File: config.mk
export PLATFORM = sky130hd
export DESIGN_NAME = multicycle_control_unit
export DESIGN_NICKNAME = d
export VERILOG_FILES = /design/src/rtl/multicycle_control_unit.sv
export SDC_FILE = /design/constraint.sdc
export NUM_CORES = 1
export LEC_CHECK = 0
export ABC_AREA = 1
export ABC_CLOCK_PERIOD_IN_PS = 1690
export CAP_MARGIN = 10
export CORE_UTILIZATION = 30
export DETAILED_ROUTE_END_ITERATION = 10
export GPL_TIMING_DRIVEN = 0
export HOLD_SLACK_MARGIN = 0.15
export PLACE_DENSITY = 0.64
export SYNTH_ARGS = -nofsm -noshare
export SYNTH_HDL_FRONTEND = slang
export SYNTH_SLANG_ARGS = --single-unit
File: constraint.sdc
create_clock -name clk -period 1.69 [get_ports clk]
set_input_delay 0.338 -clock clk [delete_from_list [all_inputs] [get_ports clk]]
set_output_delay 0.338 -clock clk [all_outputs]
set_load 0.1 [all_outputs]
File: src/rtl/multicycle_control_unit.sv
// Control FSM for the multicycle MIPS datapath: sequences each instruction, drives
// datapath enables/muxes, handshakes with variable-latency memory and counts retirements.
module multicycle_control_unit #(
    parameter int unsigned ALU_CTRL_W = 4,
    parameter int unsigned CNT_W      = 32
) (
    input  logic                  clk,
    input  logic                  reset,
    input  logic [5:0]            op,
    input  logic [5:0]            funct,
    input  logic                  zero,
    input  logic                  mem_ready,
    output logic                  mem_req,
    output logic                  iord,
    output logic                  mem_write,
    output logic                  ir_write,
    output logic                  pc_write,
    output logic                  reg_dst,
    output logic                  mem_to_reg,
    output logic                  reg_write,
    output logic                  alu_src_a,
    output logic [1:0]            alu_src_b,
    output logic [1:0]            pc_src,
    output logic [ALU_CTRL_W-1:0] alu_control,
    output logic                  illegal_op,
    output logic [CNT_W-1:0]      retired,
    output logic [3:0]            state_dbg
);

    localparam int unsigned ALU_W = 4;

    localparam logic [5:0] OP_RTYPE = 6'b000000;
    localparam logic [5:0] OP_LW    = 6'b100011;
    localparam logic [5:0] OP_SW    = 6'b101011;
    localparam logic [5:0] OP_BEQ   = 6'b000100;
    localparam logic [5:0] OP_BNE   = 6'b000101;
    localparam logic [5:0] OP_ADDI  = 6'b001000;
    localparam logic [5:0] OP_J     = 6'b000010;

    localparam logic [5:0] FN_ADD = 6'b100000;
    localparam logic [5:0] FN_SUB = 6'b100010;
    localparam logic [5:0] FN_AND = 6'b100100;
    localparam logic [5:0] FN_OR  = 6'b100101;
    localparam logic [5:0] FN_NOR = 6'b100111;
    localparam logic [5:0] FN_SLT = 6'b101010;

    localparam logic [ALU_W-1:0] ALU_AND = 4'b0000;
    localparam logic [ALU_W-1:0] ALU_OR  = 4'b0001;
    localparam logic [ALU_W-1:0] ALU_ADD = 4'b0010;
    localparam logic [ALU_W-1:0] ALU_SUB = 4'b0110;
    localparam logic [ALU_W-1:0] ALU_SLT = 4'b0111;
    localparam logic [ALU_W-1:0] ALU_NOR = 4'b1100;

    typedef enum logic [3:0] {
        S_FETCH   = 4'd0,
        S_DECODE  = 4'd1,
        S_MEMADR  = 4'd2,
        S_MEMRD   = 4'd3,
        S_MEMWB   = 4'd4,
        S_MEMWR   = 4'd5,
        S_EXECUTE = 4'd6,
        S_ALUWB   = 4'd7,
        S_BRANCH  = 4'd8,
        S_ADDIEX  = 4'd9,
        S_ADDIWB  = 4'd10,
        S_JUMP    = 4'd11
    } state_t;

    state_t           state;
    state_t           next_state;
    logic             retire_c;
    logic             funct_ok_c;
    logic [ALU_W-1:0] rtype_alu_c;
    logic [ALU_W-1:0] alu_ctl_c;

    // State register; reset abandons any in-flight memory access.
    always_ff @(posedge clk) begin
        if (reset) begin
            state <= S_FETCH;
        end else begin
            state <= next_state;
        end
    end

    // Retired-instruction counter; wraps silently, reset takes priority.
    always_ff @(posedge clk) begin
        if (reset) begin
            retired <= '0;
        end else if (retire_c) begin
            retired <= retired + CNT_W'(1);
        end
    end

    // R-type funct decode: legality and ALU operation.
    always_comb begin
        funct_ok_c  = 1'b1;
        rtype_alu_c = ALU_AND;
        case (funct)
            FN_ADD:  rtype_alu_c = ALU_ADD;
            FN_SUB:  rtype_alu_c = ALU_SUB;
            FN_AND:  rtype_alu_c = ALU_AND;
            FN_OR:   rtype_alu_c = ALU_OR;
            FN_NOR:  rtype_alu_c = ALU_NOR;
            FN_SLT:  rtype_alu_c = ALU_SLT;
            default: funct_ok_c  = 1'b0;
        endcase
    end

    // Next-state and Moore outputs; enables are squashed while reset is high.
    always_comb begin
        next_state = state;
        retire_c   = 1'b0;
        mem_req    = 1'b0;
        iord       = 1'b0;
        mem_write  = 1'b0;
        ir_write   = 1'b0;
        pc_write   = 1'b0;
        reg_dst    = 1'b0;
        mem_to_reg = 1'b0;
        reg_write  = 1'b0;
        alu_src_a  = 1'b0;
        alu_src_b  = 2'b00;
        pc_src     = 2'b00;
        alu_ctl_c  = ALU_AND;
        illegal_op = 1'b0;

        case (state)
            S_FETCH: begin
                mem_req   = 1'b1;
                alu_src_b = 2'b01;
                alu_ctl_c = ALU_ADD;
                ir_write  = mem_ready;
                pc_write  = mem_ready;
                if (mem_ready) begin
                    next_state = S_DECODE;
                end
            end
            S_DECODE: begin
                alu_src_b = 2'b11;
                alu_ctl_c = ALU_ADD;
                case (op)
                    OP_LW, OP_SW:   next_state = S_MEMADR;
                    OP_BEQ, OP_BNE: next_state = S_BRANCH;
                    OP_ADDI:        next_state = S_ADDIEX;
                    OP_J:           next_state = S_JUMP;
                    OP_RTYPE: begin
                        if (funct_ok_c) begin
                            next_state = S_EXECUTE;
                        end else begin
                            illegal_op = 1'b1;
                            next_state = S_FETCH;
                        end
                    end
                    default: begin
                        illegal_op = 1'b1;
                        next_state = S_FETCH;
                    end
                endcase
            end
            S_MEMADR: begin
                alu_src_a  = 1'b1;
                alu_src_b  = 2'b10;
                alu_ctl_c  = ALU_ADD;
                next_state = (op == OP_SW) ? S_MEMWR : S_MEMRD;
            end
            S_MEMRD: begin
                mem_req = 1'b1;
                iord    = 1'b1;
                if (mem_ready) begin
                    next_state = S_MEMWB;
                end
            end
            S_MEMWB: begin
                reg_write  = 1'b1;
                mem_to_reg = 1'b1;
                retire_c   = 1'b1;
                next_state = S_FETCH;
            end
            S_MEMWR: begin
                mem_req   = 1'b1;
                iord      = 1'b1;
                mem_write = 1'b1;
                if (mem_ready) begin
                    retire_c   = 1'b1;
                    next_state = S_FETCH;
                end
            end
            S_EXECUTE: begin
                alu_src_a  = 1'b1;
                alu_ctl_c  = rtype_alu_c;
                next_state = S_ALUWB;
            end
            S_ALUWB: begin
                reg_write  = 1'b1;
                reg_dst    = 1'b1;
                retire_c   = 1'b1;
                next_state = S_FETCH;
            end
            S_BRANCH: begin
                alu_src_a  = 1'b1;
                alu_ctl_c  = ALU_SUB;
                pc_src     = 2'b01;
                pc_write   = (op == OP_BNE) ? ~zero : zero;
                retire_c   = 1'b1;
                next_state = S_FETCH;
            end
            S_ADDIEX: begin
                alu_src_a  = 1'b1;
                alu_src_b  = 2'b10;
                alu_ctl_c  = ALU_ADD;
                next_state = S_ADDIWB;
            end
            S_ADDIWB: begin
                reg_write  = 1'b1;
                retire_c   = 1'b1;
                next_state = S_FETCH;
            end
            S_JUMP: begin
                pc_src     = 2'b10;
                pc_write   = 1'b1;
                retire_c   = 1'b1;
                next_state = S_FETCH;
            end
            default: begin
                next_state = S_FETCH;
            end
        endcase

        if (reset) begin
            mem_req    = 1'b0;
            iord       = 1'b0;
            mem_write  = 1'b0;
            ir_write   = 1'b0;
            pc_write   = 1'b0;
            reg_dst    = 1'b0;
            mem_to_reg = 1'b0;
            reg_write  = 1'b0;
            alu_src_a  = 1'b0;
            alu_src_b  = 2'b00;
            pc_src     = 2'b00;
            alu_ctl_c  = ALU_AND;
            illegal_op = 1'b0;
        end
    end

    assign alu_control = ALU_CTRL_W'(alu_ctl_c);
    assign state_dbg   = state;

endmodule
* Yosys cells after proc, flatten, opt, wreduce, memory -nomap -nowiden *
Cells that the tools add are included.

storage, ports and cells
  bits in registers = 36
  bits of input ports = 16
  logic and storage cells = 84

operators by class
  add/sub/neg operators = 1
  equal/unequal tests = 26
  multiplexer cells = 40
  bitwise operators = 1
  reduce and logical (&&, ||, !) cells = 14

operators by type and width
  cell                                                              number
  6-bit == test (second input constant)                             8
  4-bit one-hot mux with 5 select lines                             2
  32-bit by 1-bit adder with 32-bit output (second input constant)  1
  4-bit one-hot mux with 7 select lines                             1
  1-bit two-way mux                                                 23
  4-bit by 3-bit == test with 1-bit output (second input constant)  4
  4-bit == test (second input constant)                             4
  4-bit two-way mux                                                 4
  6-bit by 3-bit == test with 1-bit output (second input constant)  2
  4-bit one-hot mux with 3 select lines                             1
  6-bit OR reduction                                                2
  4-bit by 2-bit == test with 1-bit output (second input constant)  2
  2-bit OR reduction                                                4
  4-bit OR reduction                                                2
  6-bit by 2-bit == test with 1-bit output (second input constant)  1
  6-bit by 4-bit == test with 1-bit output (second input constant)  1
  6-bit zero test                                                   1
  3-bit two-way mux                                                 2
  2-bit != test (second input constant)                             3
  2-bit one-hot mux with 3 select lines                             1
  3-bit OR reduction                                                2
  5-bit OR reduction                                                1
  4-bit by 1-bit == test with 1-bit output (second input constant)  1
  4-bit zero test                                                   1
  other kinds (6)                                                   8

* Longest topological paths before layout *
  depth in word-level cells = 7
  mapped depth = 11
  gate-level depth less buffers = 10

* Worst setup path after synthesis *
Ideal clock, no wire load.

  path type = register -> output
  start point = reg state[1] (netlist: state_dbg[1])
  end point = out alu_control[2]
  arrival = 4.455 ns
  path slack = -3.103 ns
  cell stages (with the launch flop) = 6
  path buffers = 0
  cell sequence = dfxtp_1 > inv_2 > nor2_1 > nand3_1 > nor3_1 > or3_1

between the ends
  cells in the longest elaborated chain, start to end = 4
  elaborated cells on any way between the ends = 9

RTL lines
  what                                                              RTL line  source
  from (decl)                                                       69        state_t state;
  from (signal assigned)                                            81        state <= next_state;
  4-bit by 1-bit == test with 1-bit output (tied with other cells)  127       case (state)
  4-bit OR reduction (no line)                                      -
  4-bit one-hot mux with 3 select lines *                           127
  4-bit two-way mux *                                               229       if (reset) begin
  to (decl)                                                         24        output logic [ALU_CTRL_W-1:0] alu_control,

Mark *: on every way between the ends. The rest lies on a longest branch, timed or not.

* Final worst setup path *
  start point = reg state[1] (netlist: state_dbg[1])
  end point = out mem_req

between the ends
  cells in the longest elaborated chain, start to end = 4
  elaborated cells on any way between the ends = 6

RTL lines
  what                                                              RTL line  source
  4-bit by 3-bit == test with 1-bit output (tied with other cells)  127
  3-bit OR reduction (no line) *                                    -
  1-bit two-way mux *                                               127
  1-bit two-way mux *                                               229
  to (decl)                                                         13        output logic mem_req,

Marks and branches as above.

==> results.md <==
- Worst min-delay path class: flop to flop
- Leak: 0.00165 uW
- Synthesis Warnings: 0
- Final nets: 578
- Number of nets with antenna violations after routing: 0
- Status: finished with violations
- Minimum clock period: 1.98 ns
- Initial antenna violation count: 0
- Initial Utilization: 31.4%
- Syn Nets: 481
- Crit path max fanout: 6
- Area growth syn-to-layout: 66.1%
- Max-cap viol count: 0
- Hold-fix buffers, CTS: 0
- IO Port Bufs: 69
- Violated checks: setup timing
- Die ar.: 9080 um^2
- GR Overflow Total: 0
- IO Count: 70
- Largest net degree at the start of global routing: 13
- Worst Setup Slack, final: -0.294 ns
- CP Capture Type: output port
- Vias in the first global route: 2949
- Cells after Synth: 464
- GPL Wtd Cong: 0.937
- Max Buffers Root-to-Sink: 2
- Final number of hold-violating endpoints: 0
- H-Tree Level Count: 2
- Via density: 4.97
- Die Y: 95.3 um
- Final Max Tran Viols: 0
- Syn avg cell area: 5.63 um^2
- CP arrival: 1.65 ns
- Fill cell count: 805
- Synth unique cells: 30
- Clock buffer count from CTS: 5
- Via Count: 3316
- Worst-path clk slew: 0.08 ns
- Fin crit share: 117%
- Width of the die: 95.3 um
- # rows: 33
- Detail Placement HPWL: 6.64 mm
- Final Instance Area: 4340 um^2
- Required time worst endpoint: 1.35 ns
- Setup WS pre-CTS: -1.55 ns
- Gr usage total: 19.9%
- First-pass GRT wire length: 13.9 mm
- Startpoint types: flop
- DR iter-0 viols: 175
- Share of post-route cells with drive strength above 1: 35.2%
- Worst slew pin tran: 0.555 ns
- Slew margin rel.: 63.2%
- Worst Skew: 0.00851 ns
- Register area share after synthesis: 27.6%
- Placed cell areas: 3680 um^2
- Core area: 8300 um^2
- WL per Instance: 13.3 um
- Critical path class: flop to output port
- CTS tree: built
- Fmax: 504 MHz
- Drt pass-1 iters: 4
- Yosys reg bits: 36
- Worst R2R Start: state_dbg[1]
- Post-route DRC: 0
- CTS Root Cell: clkbuf_8
- Clk_lat worst skew: 0.30 ns
- Final setup fails: 17
- Worst Setup SP: state_dbg[1]
- PwrDens: 470 nW/um^2
- Clk sinks: 36
- Synth Cell Area: 2610 um^2
- # diodes: 0
- Worst vdd ir: 0.354 mV
- Hold path start: retired[4]
- Routed WL: 8.87 mm
- Unrepaired setup endpoints after global routing: true
synth_stat cells:
cell      count  area (um^2)
a211oi_1      1         7.51
a31oi_1       4         25.0
nand4_1       9         56.3
nor4_1        1         6.26
nand3_1      22          110
o211ai_1      1         7.51
dfxtp_1      36          721
nand2_1     179          672
buf_6         3         33.8
a21o_1        1         7.51
buf_2         1         5.00
buf_1         1         3.75
nand3_2       1         10.0
nor2_2        2         12.5
clkbuf_1      4         15.0
a21oi_1      33          165
nand2_4       1         11.3
inv_1        38          143
nor2_4        1         11.3
ha_1          1         12.5
nand3b_1     11         82.6
inv_2         4         15.0
o21ai_0       5         25.0
xnor2_1       3         26.3
buf_4         2         15.0
nor3_1        4         20.0
xor2_1        6         52.6
nor2_1       87          327
or3_1         1         6.26
o21ai_1       1         5.00
stage by stage:
stage | total power [uW] | utilization [%] | TNS [ns] | hold WS (ns) | std cells
6_report | 2040 | 52.2 | -2.98 | 0.502 | 667
5_1_grt | 2120 | 52.2 | -5.02 | 0.530 | 667
4_1_cts | 2040 | 50.7 | -2.73 | 0.500 | 658
3_5_place_dp | 1210 | 44.3 | -42.03 | 0.487 | 638
3_3_place_gp | 1210 | 44.3 | -41.01 | 0.485 | 638
2_1_floorplan | 1110 | - | -4.82 | 0.547 | 464
cell type report:
type / instances / area, um^2 / share of cell area (%)
Tap cell: 105 / 131 / 3.03
Clock inverter: 3 / 41.3 / 0.952
Timing Repair Buffer: 90 / 1040 / 24.0
Multi-Input combinational cell: 375 / 2010 / 46.4
Sequential cell: 36 / 782 / 18.0
Buffer: 11 / 81.3 / 1.88
Clock buffer: 5 / 68.8 / 1.59
Inverter: 42 / 175 / 4.04
report_power, final:
group	leakage, uW	switching (uW)	internal [uW]
combinational	0.00128	274	134
sequential	0.000310	12.8	843
clock	0.0000585	336	438
total	0.00165	623	1410
routing by layer:
layer	vias up	GRT usage (%)	part of all wire, %
met1	1550	26.8	44
li1	1662	-	-
met2	96	33.1	49
met3	8	2.95	5.8
met5	-	0	0
met4	0	4.67	1.1
critical path, stage by stage, from the launching register on:
cell and delay, ns:
dfxtp_4 0.40, buf_4 0.16, nor2_4 0.17, nand2_2 0.14, nand3_1 0.12, nand2_1 0.10
clkinvlp_4 0.10, buf_12 0.17
worst paths after layout:
kind / to / slack, ns / depth (start not counted)
worst max register to register: retired[30] / 0.04 / 10
worst min-delay path: retired[4] / 0.50 / 2
worst min register to register: retired[4] / 0.50 / 2
worst max-delay path: mem_req / -0.29 / 7
placed cells by master, fill, tap and decap left out, types with 4 or more instances in the layout:
cell type          n
dlygate4sd2_1     10
nand3_1           15
nand2_4            4
inv_2              8
dfxtp_2           28
inv_1             28
a21oi_1           29
nand3b_1          11
nand3_2            6
nand4_1            9
o21ai_0            5
xor2_1             6
nand2_1          168
clkdlybuf4s15_2   35
inv_4              5
buf_4             21
nand2_2            8
nor2_1            70
nor2_4            14
dfxtp_4            7
buf_6              7
clkbuf_2           5
clkbuf_8           5
nor2_2             6
buf_12            17
cells by family after synthesis:
logic type | Yosys count | synth area share [%]
buffers and inverters | 53 | 8.82
AOI/OAI and AO/OA | 46 | 9.30
xor gates and xnor gates | 9 | 3.02
adders and majority gates | 1 | 0.479
and+or+nand+nor | 319 | 50.8
DFF | 36 | 27.6
sequential cells by signal (all words and copies together) (netlist names):
name,cells
retired,32
state_dbg,4
timing repair:
action / CTS / global route
gates resized for setup: 323 / 25
pin swaps: 25 / 12
cloned: 0 / 0
buffers inserted: 12 / 9
setup endpoints to repair: 74 / 46
(Power assumes the default switching activity.)
